===== config.mk =====
export PLATFORM = sky130hd
export DESIGN_NAME = mult4_share_arb
export DESIGN_NICKNAME = d
export VERILOG_FILES = /design/src/rtl/mult4_share_arb.sv
export SDC_FILE = /design/constraint.sdc
export NUM_CORES = 1
export LEC_CHECK = 0
export BUFFER_PORTS_ARGS = -buffer_cell sky130_fd_sc_hd__buf_2
export CAP_MARGIN = 0
export CELL_PAD_IN_SITES_DETAIL_PLACEMENT = 1
export CELL_PAD_IN_SITES_GLOBAL_PLACEMENT = 2
export CORE_ASPECT_RATIO = 0.75
export CORE_MARGIN = 5
export CORE_UTILIZATION = 25
export DETAILED_ROUTE_END_ITERATION = 8
export PLACE_DENSITY = 0.82
export REMOVE_ABC_BUFFERS = 1
export SETUP_SLACK_MARGIN = 0.2
export SLEW_MARGIN = 20
export SYNTH_ARGS = -nofsm -noshare
export SYNTH_HDL_FRONTEND = slang
export SYNTH_SLANG_ARGS = --single-unit

===== constraint.sdc =====
create_clock -name clk -period 3 [get_ports clk]
set_input_delay 0.3 -clock clk [delete_from_list [all_inputs] [get_ports clk]]
set_output_delay 0.3 -clock clk [all_outputs]
set_load 0.05 [all_outputs]

===== src/rtl/mult4_share_arb.sv =====
// Round-robin sharing of one 4x4 multiplier core between N_REQ requesters,
// with a two-stage pipeline. Optional per-requester grant counters: MULT4_SHARE_STATS_EN.

module main (
    input  logic [3:0] x,
    input  logic [3:0] y,
    output logic [7:0] o
);
    assign o = {4'b0000, x} * {4'b0000, y};
endmodule

module mult4_share_arb #(
    parameter  int N_REQ = 4,
    localparam int ID_W  = $clog2(N_REQ)
) (
    input  logic                 clk,
    input  logic                 rst,
    input  logic                 flush,
    input  logic [N_REQ-1:0]     req_valid,
    output logic [N_REQ-1:0]     req_ready,
    input  logic [4*N_REQ-1:0]   req_x,
    input  logic [4*N_REQ-1:0]   req_y,
    output logic                 rsp_valid,
    input  logic                 rsp_ready,
    output logic [ID_W-1:0]      rsp_id,
`ifdef MULT4_SHARE_STATS_EN
    output logic [7:0]           rsp_prod,
    output logic [8*N_REQ-1:0]   grant_cnt
`else
    output logic [7:0]           rsp_prod
`endif
);
    localparam logic [ID_W:0]   N_REQ_W  = (ID_W+1)'(N_REQ);
    localparam logic [ID_W-1:0] LAST_IDX = ID_W'(N_REQ - 1);

    logic [ID_W-1:0] rr_ptr;
    logic            s1_v, s2_v;
    logic [ID_W-1:0] s1_id, s2_id;
    logic [3:0]      s1_x, s1_y;
    logic [7:0]      s2_p;
    logic [7:0]      core_o;

    logic            s1_load, s2_load, grant_ok, found, grant;
    logic [ID_W:0]   idx;
    logic [ID_W-1:0] gnt_idx;
    logic [3:0]      gnt_x, gnt_y;

    main u_core (.x(s1_x), .y(s1_y), .o(core_o));

    assign s2_load  = s1_v & (~s2_v | rsp_ready);
    assign s1_load  = ~s1_v | s2_load;
    assign grant_ok = s1_load & ~flush & ~rst;

    // Search upward from rr_ptr with wrap; the first valid requester wins.
    always_comb begin
        // NOTE: every combinational output gets a default first, so no path leaves it unassigned (no latch).
        found     = 1'b0;
        gnt_idx   = '0;
        idx       = '0;
        req_ready = '0;
        for (int k = 0; k < N_REQ; k++) begin
            idx = {1'b0, rr_ptr} + (ID_W+1)'(k);
            if (idx >= N_REQ_W) idx = idx - N_REQ_W;
            if (!found && req_valid[idx[ID_W-1:0]]) begin
                found   = 1'b1;
                gnt_idx = idx[ID_W-1:0];
            end
        end
        if (found && grant_ok) req_ready[gnt_idx] = 1'b1;
    end

    assign grant = found & grant_ok;
    assign gnt_x = req_x[{gnt_idx, 2'b00} +: 4];
    assign gnt_y = req_y[{gnt_idx, 2'b00} +: 4];

    // NOTE: sequential state uses non-blocking assignments so every register samples pre-edge values.
    always_ff @(posedge clk) begin
        if (rst) begin
            rr_ptr <= '0;
            s1_v   <= 1'b0;
            s1_id  <= '0;
            s1_x   <= '0;
            s1_y   <= '0;
            s2_v   <= 1'b0;
            s2_id  <= '0;
            s2_p   <= '0;
        end else if (flush) begin
            s1_v <= 1'b0;
            s2_v <= 1'b0;
        end else begin
            if (s2_load) begin
                s2_v  <= 1'b1;
                s2_id <= s1_id;
                s2_p  <= core_o;
            end else if (rsp_ready) begin
                s2_v <= 1'b0;
            end
            if (grant) begin
                s1_v   <= 1'b1;
                s1_id  <= gnt_idx;
                s1_x   <= gnt_x;
                s1_y   <= gnt_y;
                rr_ptr <= (gnt_idx == LAST_IDX) ? '0 : gnt_idx + 1'b1;
            end else if (s2_load) begin
                s1_v <= 1'b0;
            end
        end
    end

    assign rsp_valid = s2_v;
    assign rsp_id    = s2_id;
    assign rsp_prod  = s2_p;

`ifdef MULT4_SHARE_STATS_EN
    // Saturating accepted-request counters; flush leaves them alone.
    always_ff @(posedge clk) begin
        if (rst) begin
            grant_cnt <= '0;
        end else begin
            for (int i = 0; i < N_REQ; i++) begin
                if (req_valid[i] && req_ready[i] && grant_cnt[8*i +: 8] != 8'hFF)
                    grant_cnt[8*i +: 8] <= grant_cnt[8*i +: 8] + 8'd1;
            end
        end
    end
`endif

endmodule


==> results of run 1 <==
-- worst paths after layout --
kind              cells after the start         from  slack (ps)     endpoint
hold / removal                        2        flush         300    rsp_valid
setup reg to reg                     10      s1_x[2]          60  rsp_prod[7]
hold reg to reg                       2  rsp_prod[1]         460  rsp_prod[1]
setup / recovery                     10      s1_x[2]          60  rsp_prod[7]
-- repair_timing --
| action | CTS | global route |
|---|---|---|
| pin swaps | 5 | 6 |
| setup buffers | 1 | 2 |
| hold buffers | 0 | 0 |
| endpoints found under the setup margin | 2 | 3 |
| gates resized for setup | 8 | 4 |
-- through the flow --
| stage | setup slack [ps] | std cells | setup TNS [ps] | util |
|---|---|---|---|---|
| global placement | -19.7 | 323 | -19.7 | 0.314 |
| CTS | 22.7 | 327 | 0 | 0.324 |
| floorplan | -31.6 | 173 | -31.6 | - |
| global route | -78.5 | 329 | -78.5 | 0.328 |
| detailed placement | -221 | 323 | -221 | 0.314 |
| finish | 57.1 | 329 | 0 | 0.328 |
-- cell usage in the layout (no fill, tap or decap), types with 4 or more instances in the layout --
master     n
a21oi_1   10
inv_1      4
nand3b_1   8
and2_1    16
nand2_1   24
buf_2     54
buf_4     14
ha_1      16
dfxtp_1   19
dfxtp_2    5
mux2i_1   16
nor2_1     4
o221ai_1   7
-- synth_stat cells, types with 4 or more instances --
| cell | count |
|---|---|
| a21oi_1 | 13 |
| and2_1 | 16 |
| dfxtp_1 | 24 |
| fa_1 | 4 |
| ha_1 | 16 |
| inv_1 | 4 |
| mux2i_1 | 16 |
| nand2_1 | 25 |
| nand3b_1 | 8 |
| nor2_1 | 4 |
| o221ai_1 | 7 |
-- flip-flops by register name (all words and copies together), names as in the netlist --
name and flops:
s1_id 2, s1_x 4, rsp_prod 8, rsp_valid 1, rsp_id 2, rr_ptr 2
s1_y 4, s1_v 1
-- layer usage --
layer | up-vias | track usage | part of all wire
met5 | - | 0 | 0
met1 | 749 | 0.147 | 0.48
li1 | 779 | - | -
met4 | 0 | 0.0116 | 0.0027
met2 | 31 | 0.202 | 0.47
met3 | 2 | 0.0357 | 0.050
-- cell families (layout without fill, tap and decap cells) --
family	Yosys count	in the layout	synth area share
AND/OR/NAND/NOR	76	76	0.272
AO/OA/AOI/OAI	30	30	0.135
flip-flops	24	24	0.276
adder cells (fa/ha/maj)	20	20	0.161
multiplexers	16	16	0.0921
buffers and inverters	12	76	0.0489
XOR/XNOR	3	3	0.0151
-- power groups by stage --
stage / clock network [uW] / registers [uW] / logic (uW)
after detailed placement: 0 / 360 / 228
after global placement: 0 / 359 / 224
after floorplan: 0 / 368 / 124
after CTS: 199 / 354 / 230
after global routing: 215 / 359 / 261
final: 190 / 355 / 231
-- cell type report --
cell class              count  area [um^2]
clock buffers               3         41.3
well taps                  84          105
flip-flops and latches     24          487
repair buffers             69          387
inverters                   4         15.0
multi-input cells         145         1200
fillers                   816         4570
-- worst max-delay path, cell delays in order (launching register included) --
cell and delay [ps]:
dfxtp_2 340, nand2_2 60, fa_1 540, inv_1 50
fa_1 460, ha_1 290, a21o_1 160, a21oi_2 160
a2bb2oi_2 200, nor4_1 70, or4_1 490
==> flow_summary.yaml, run 1 <==
outcome:
  outcome: "complete, no violations"
synth:
  synth_edf_count: 0
  synth.avg_cell_area_um2: 9.61
  synth_area_leaders: "dfxtp_1, ha_1, mux2i_1"
  synth_cell_types: 42
  synth_seq_cells: 24
  synthesis.area_mm2: 0.00174
  synthFlopType: "dfxtp_1"
  synth.largest_area_cell: "dfxtp_1"
  async_reset_ff_frac: 0
  synth_top_area_share: 0.276
  yosysWarnings: 0
  syn-instance-count: 181
  yosysSeqAreaShare: 0.276
placed_design:
  placed_cell_area_mm2: 0.00213
  io_buffer_count: 54
  place_congestion: 0.816
  dpl.hpwl_mm: 3.88
sta:
  max-slew-margin-rel: 0.556
  setup-violations-final: 0
  worst_slew_pin_slew_ps: 667
  finalCritPeriodShare: 0.981
  whs_ps: 302
  finalHoldViolations: 0
  maxSlewViolCount: 0
  rsz0062_at_grt: "yes"
  fmax_mhz: 340
  clock-skew-final_ps: 4.94
  fin_crit_ps: 2940
finish:
  nets: 307
  layout-drive-gt1-share: 0.380
  finalInstanceArea_mm2: 0.00223
  antennaDiodeCount: 0
  area_delta_synth_final_pct: 28.3
detailed_routing:
  wl_mm: 4.75
  ant_nets: 0
  drt_iter0_markers: 27
  drc: 0
  num_vias: 1561
  avgViaCountPerCell: 4.74
  drt_first_pass_iters: 4
  wl_per_cell_um: 14.4
global_routing:
  grtUsageTotal: 0.116
  grt-ovfl-total: 0
  grt_pass1_vias: 1669
  grt_first_pass_wirelength_mm: 8.16
  grt_max_degree: 26
  antenna_found_initial: 0
clock_tree:
  numCtsBuffers: 3
  clkTransAtPathRegs_ps: 80
  cts_tree: "done"
  clock_latency_ps: 270
  clockRootBuffer: "clkbuf_8"
  clk_path_buf_depth: 2
  clock-sinks: 24
  h-tree-depth: 1
setup_path:
  worstPathRequired_ps: 3150
  worstPathMaxFanout: 2
  worstSetupPathType: "reg2reg"
  start_kind: "flip-flop"
  end_kind: "flip-flop"
  cp_data_arrival_time_ps: 3090
power:
  swShare: 0.308
  p_seq_frac: 0.458
  vdd_drop_max_v: 0.000152
  powerDensity_mw_per_mm2: 348
  power.total_uw: 776
  p_switching_uw: 239
  p_clk_frac: 0.245
  p_int_uw: 537
  p_comb_frac: 0.297
  p_leak_uw: 0.00104
die:
  io-pin-count: 55
  fp.dieW_um: 106
  fp-row-count: 26
  die_h_um: 82.2
  core_area_mm2: 0.00680
  initial_core_util: 0.256
  dieArea_mm2: 0.00874
run:
  cap_violations: 0
hold_path:
  hp-class: "in2reg"
(Power assumes the default switching activity.)
==> inputs of run 2 (changes only) <==
--- a/config.mk
+++ b/config.mk
@@ -8,12 +8,12 @@
 export BUFFER_PORTS_ARGS = -buffer_cell sky130_fd_sc_hd__buf_2
 export CAP_MARGIN = 0
 export CELL_PAD_IN_SITES_DETAIL_PLACEMENT = 1
-export CELL_PAD_IN_SITES_GLOBAL_PLACEMENT = 2
+export CELL_PAD_IN_SITES_GLOBAL_PLACEMENT = 1
 export CORE_ASPECT_RATIO = 0.75
 export CORE_MARGIN = 5
 export CORE_UTILIZATION = 25
 export DETAILED_ROUTE_END_ITERATION = 8
-export PLACE_DENSITY = 0.82
+export PLACE_DENSITY = 0.7
 export REMOVE_ABC_BUFFERS = 1
 export SETUP_SLACK_MARGIN = 0.2
 export SLEW_MARGIN = 20
==> run 2 against run 1 <==
  * Count of clock-buffer cells in the layout is the same
  * Critical endpoint unchanged
  * Sequential cell count is the same
  * Core utilization grew 0.33 points
==> flow_summary.yaml, run 2 (same netlist as run 1, synthesis figures left out) <==
setup_path:
  rrSetupSlack_ps: 50
  timing.rr.end: "rsp_prod[7]"
  worstPathMaxFanout: 2
  rr_startpoint: "s1_y[3]"
  start_kind: "flip-flop"
  worstPathRequired_ps: 3150
  worstSetupPathType: "reg2reg"
  cp_data_arrival_time_ps: 3100
  r2r_cells: 10
  end_kind: "flip-flop"
die:
  initial_core_util: 0.256
  fp.dieW_um: 106
  io-pin-count: 55
  core_area_mm2: 0.00680
  fp-row-count: 26
  die_h_um: 82.2
  dieArea_mm2: 0.00874
detailed_routing:
  wl_mm: 4.88
  drc: 0
  wl_per_cell_um: 14.8
  ant_nets: 0
  drt_first_pass_iters: 4
  num_vias: 1575
  drt_iter0_markers: 76
  avgViaCountPerCell: 4.79
power:
  p_leak_uw: 0.00106
  vdd_drop_max_v: 0.000160
  powerDensity_mw_per_mm2: 393
global_routing:
  grtUsageTotal: 0.114
  grt-ovfl-total: 0
  grt_pass1_vias: 1667
  grt_max_degree: 26
  antenna_found_initial: 0
  grt_first_pass_wirelength_mm: 8.05
clock_tree:
  clockRootBuffer: "clkbuf_8"
  cts_tree: "done"
  h-tree-depth: 1
  clock_latency_ps: 280
  clkTransAtPathRegs_ps: 90
  numCtsBuffers: 3
  clock-sinks: 24
  cts-hold-fix-buffers: 0
  clk_path_buf_depth: 2
sta:
  finalCritPeriodShare: 0.983
  fin_ws_ps: 49.8
  clock-skew-final_ps: 4.70
  maxSlewViolCount: 0
  rsz0062_at_grt: "yes"
  fin_crit_ps: 2950
  worst_slew_pin_slew_ps: 668
  setup-violations-final: 0
  max-slew-margin-rel: 0.555
  fmax_mhz: 339
  finalHoldViolations: 0
finish:
  final_core_util: 0.331
  area_delta_synth_final_pct: 29.6
  antennaDiodeCount: 0
  nets: 306
  final_common_cell: "buf_2"
  layout_common_cells: "buf_2, nand2_1, dfxtp_1"
  largest_reg_flops: 8
  layout-drive-gt1-share: 0.376
placed_design:
  dpl.hpwl_mm: 3.92
  place_congestion: 0.836
  post-place-ws_ps: -144
  io_buffer_count: 54
outcome:
  outcome: "complete, no violations"
hold_path:
  min_from: "flush"
  hold_path_depth: 2
  min_to: "rsp_valid"
  hp-class: "in2reg"
run:
  cap_violations: 0
==> run 2: critical path, cell delays in order, from the launching register on <==
cell and delay [ps]:
dfxtp_2 340, nand2_2 60, fa_1 530, inv_1 50, fa_1 470, ha_1 300
a21o_1 170, a21oi_2 160, a2bb2oi_2 170, nor4_1 50, or4_1 540
==> run 2: power breakdown <==
part	leakage [uW]	switching [uW]	internal [uW]
logic	0.000822	126	108
registers	0.000198	15.8	340
clock network	0.0000357	116	179
total	0.00106	258	626
==> run 2: worst max path at each step <==
| stage | start | cells past startpoint | slack (ps) | end |
|---|---|---|---|---|
| finish | s1_y[3] | 10 | 50 | rsp_prod[7] |
| floorplan | s1_x[0] | 10 | -30 | rsp_prod[7] |
| global placement | s1_x[1] | 10 | -40 | rsp_prod[7] |
| detailed placement | s1_x[1] | 10 | -140 | rsp_prod[7] |
| CTS | s1_y[3] | 10 | 50 | rsp_prod[7] |
| global route | s1_y[3] | 10 | -70 | rsp_prod[7] |
==> run 2: metal layers <==
layer | vias up | GRT usage | routed length (um)
met5 | - | 0 | 0
met4 | 0 | 0.0116 | 21
met3 | 5 | 0.0280 | 246
met2 | 33 | 0.200 | 2240
met1 | 762 | 0.150 | 2380
li1 | 775 | - | -
==> run 2: metrics by stage <==
step	TNS, ps	cells	cell area, um^2	power, uW	hold slack, ps
after floorplan	-31.6	173	1670	492	367
after global routing	-72.7	329	2250	932	294
after CTS	0	327	2230	887	279
final	0	329	2250	885	279
after detailed placement	-144	322	2130	587	447
after global placement	-43.0	322	2130	580	441
==> run 2: area by class of cell <==
type | count | area [um^2]
fill | 827 | 4550
multi-input combinational | 145 | 1190
sequential | 24 | 488
timing repair buffer | 68 | 379
tap | 84 | 105
clock buffer | 3 | 41.3
clock inverter | 1 | 30.0
inverter | 4 | 15.0
==> run 2: repair_timing <==
action / 4_1_cts / 5_1_grt
setup buffers: 1 / 2
pin swaps: 6 / 6
resized for setup: 9 / 3
endpoints found under the setup margin: 2 / 2
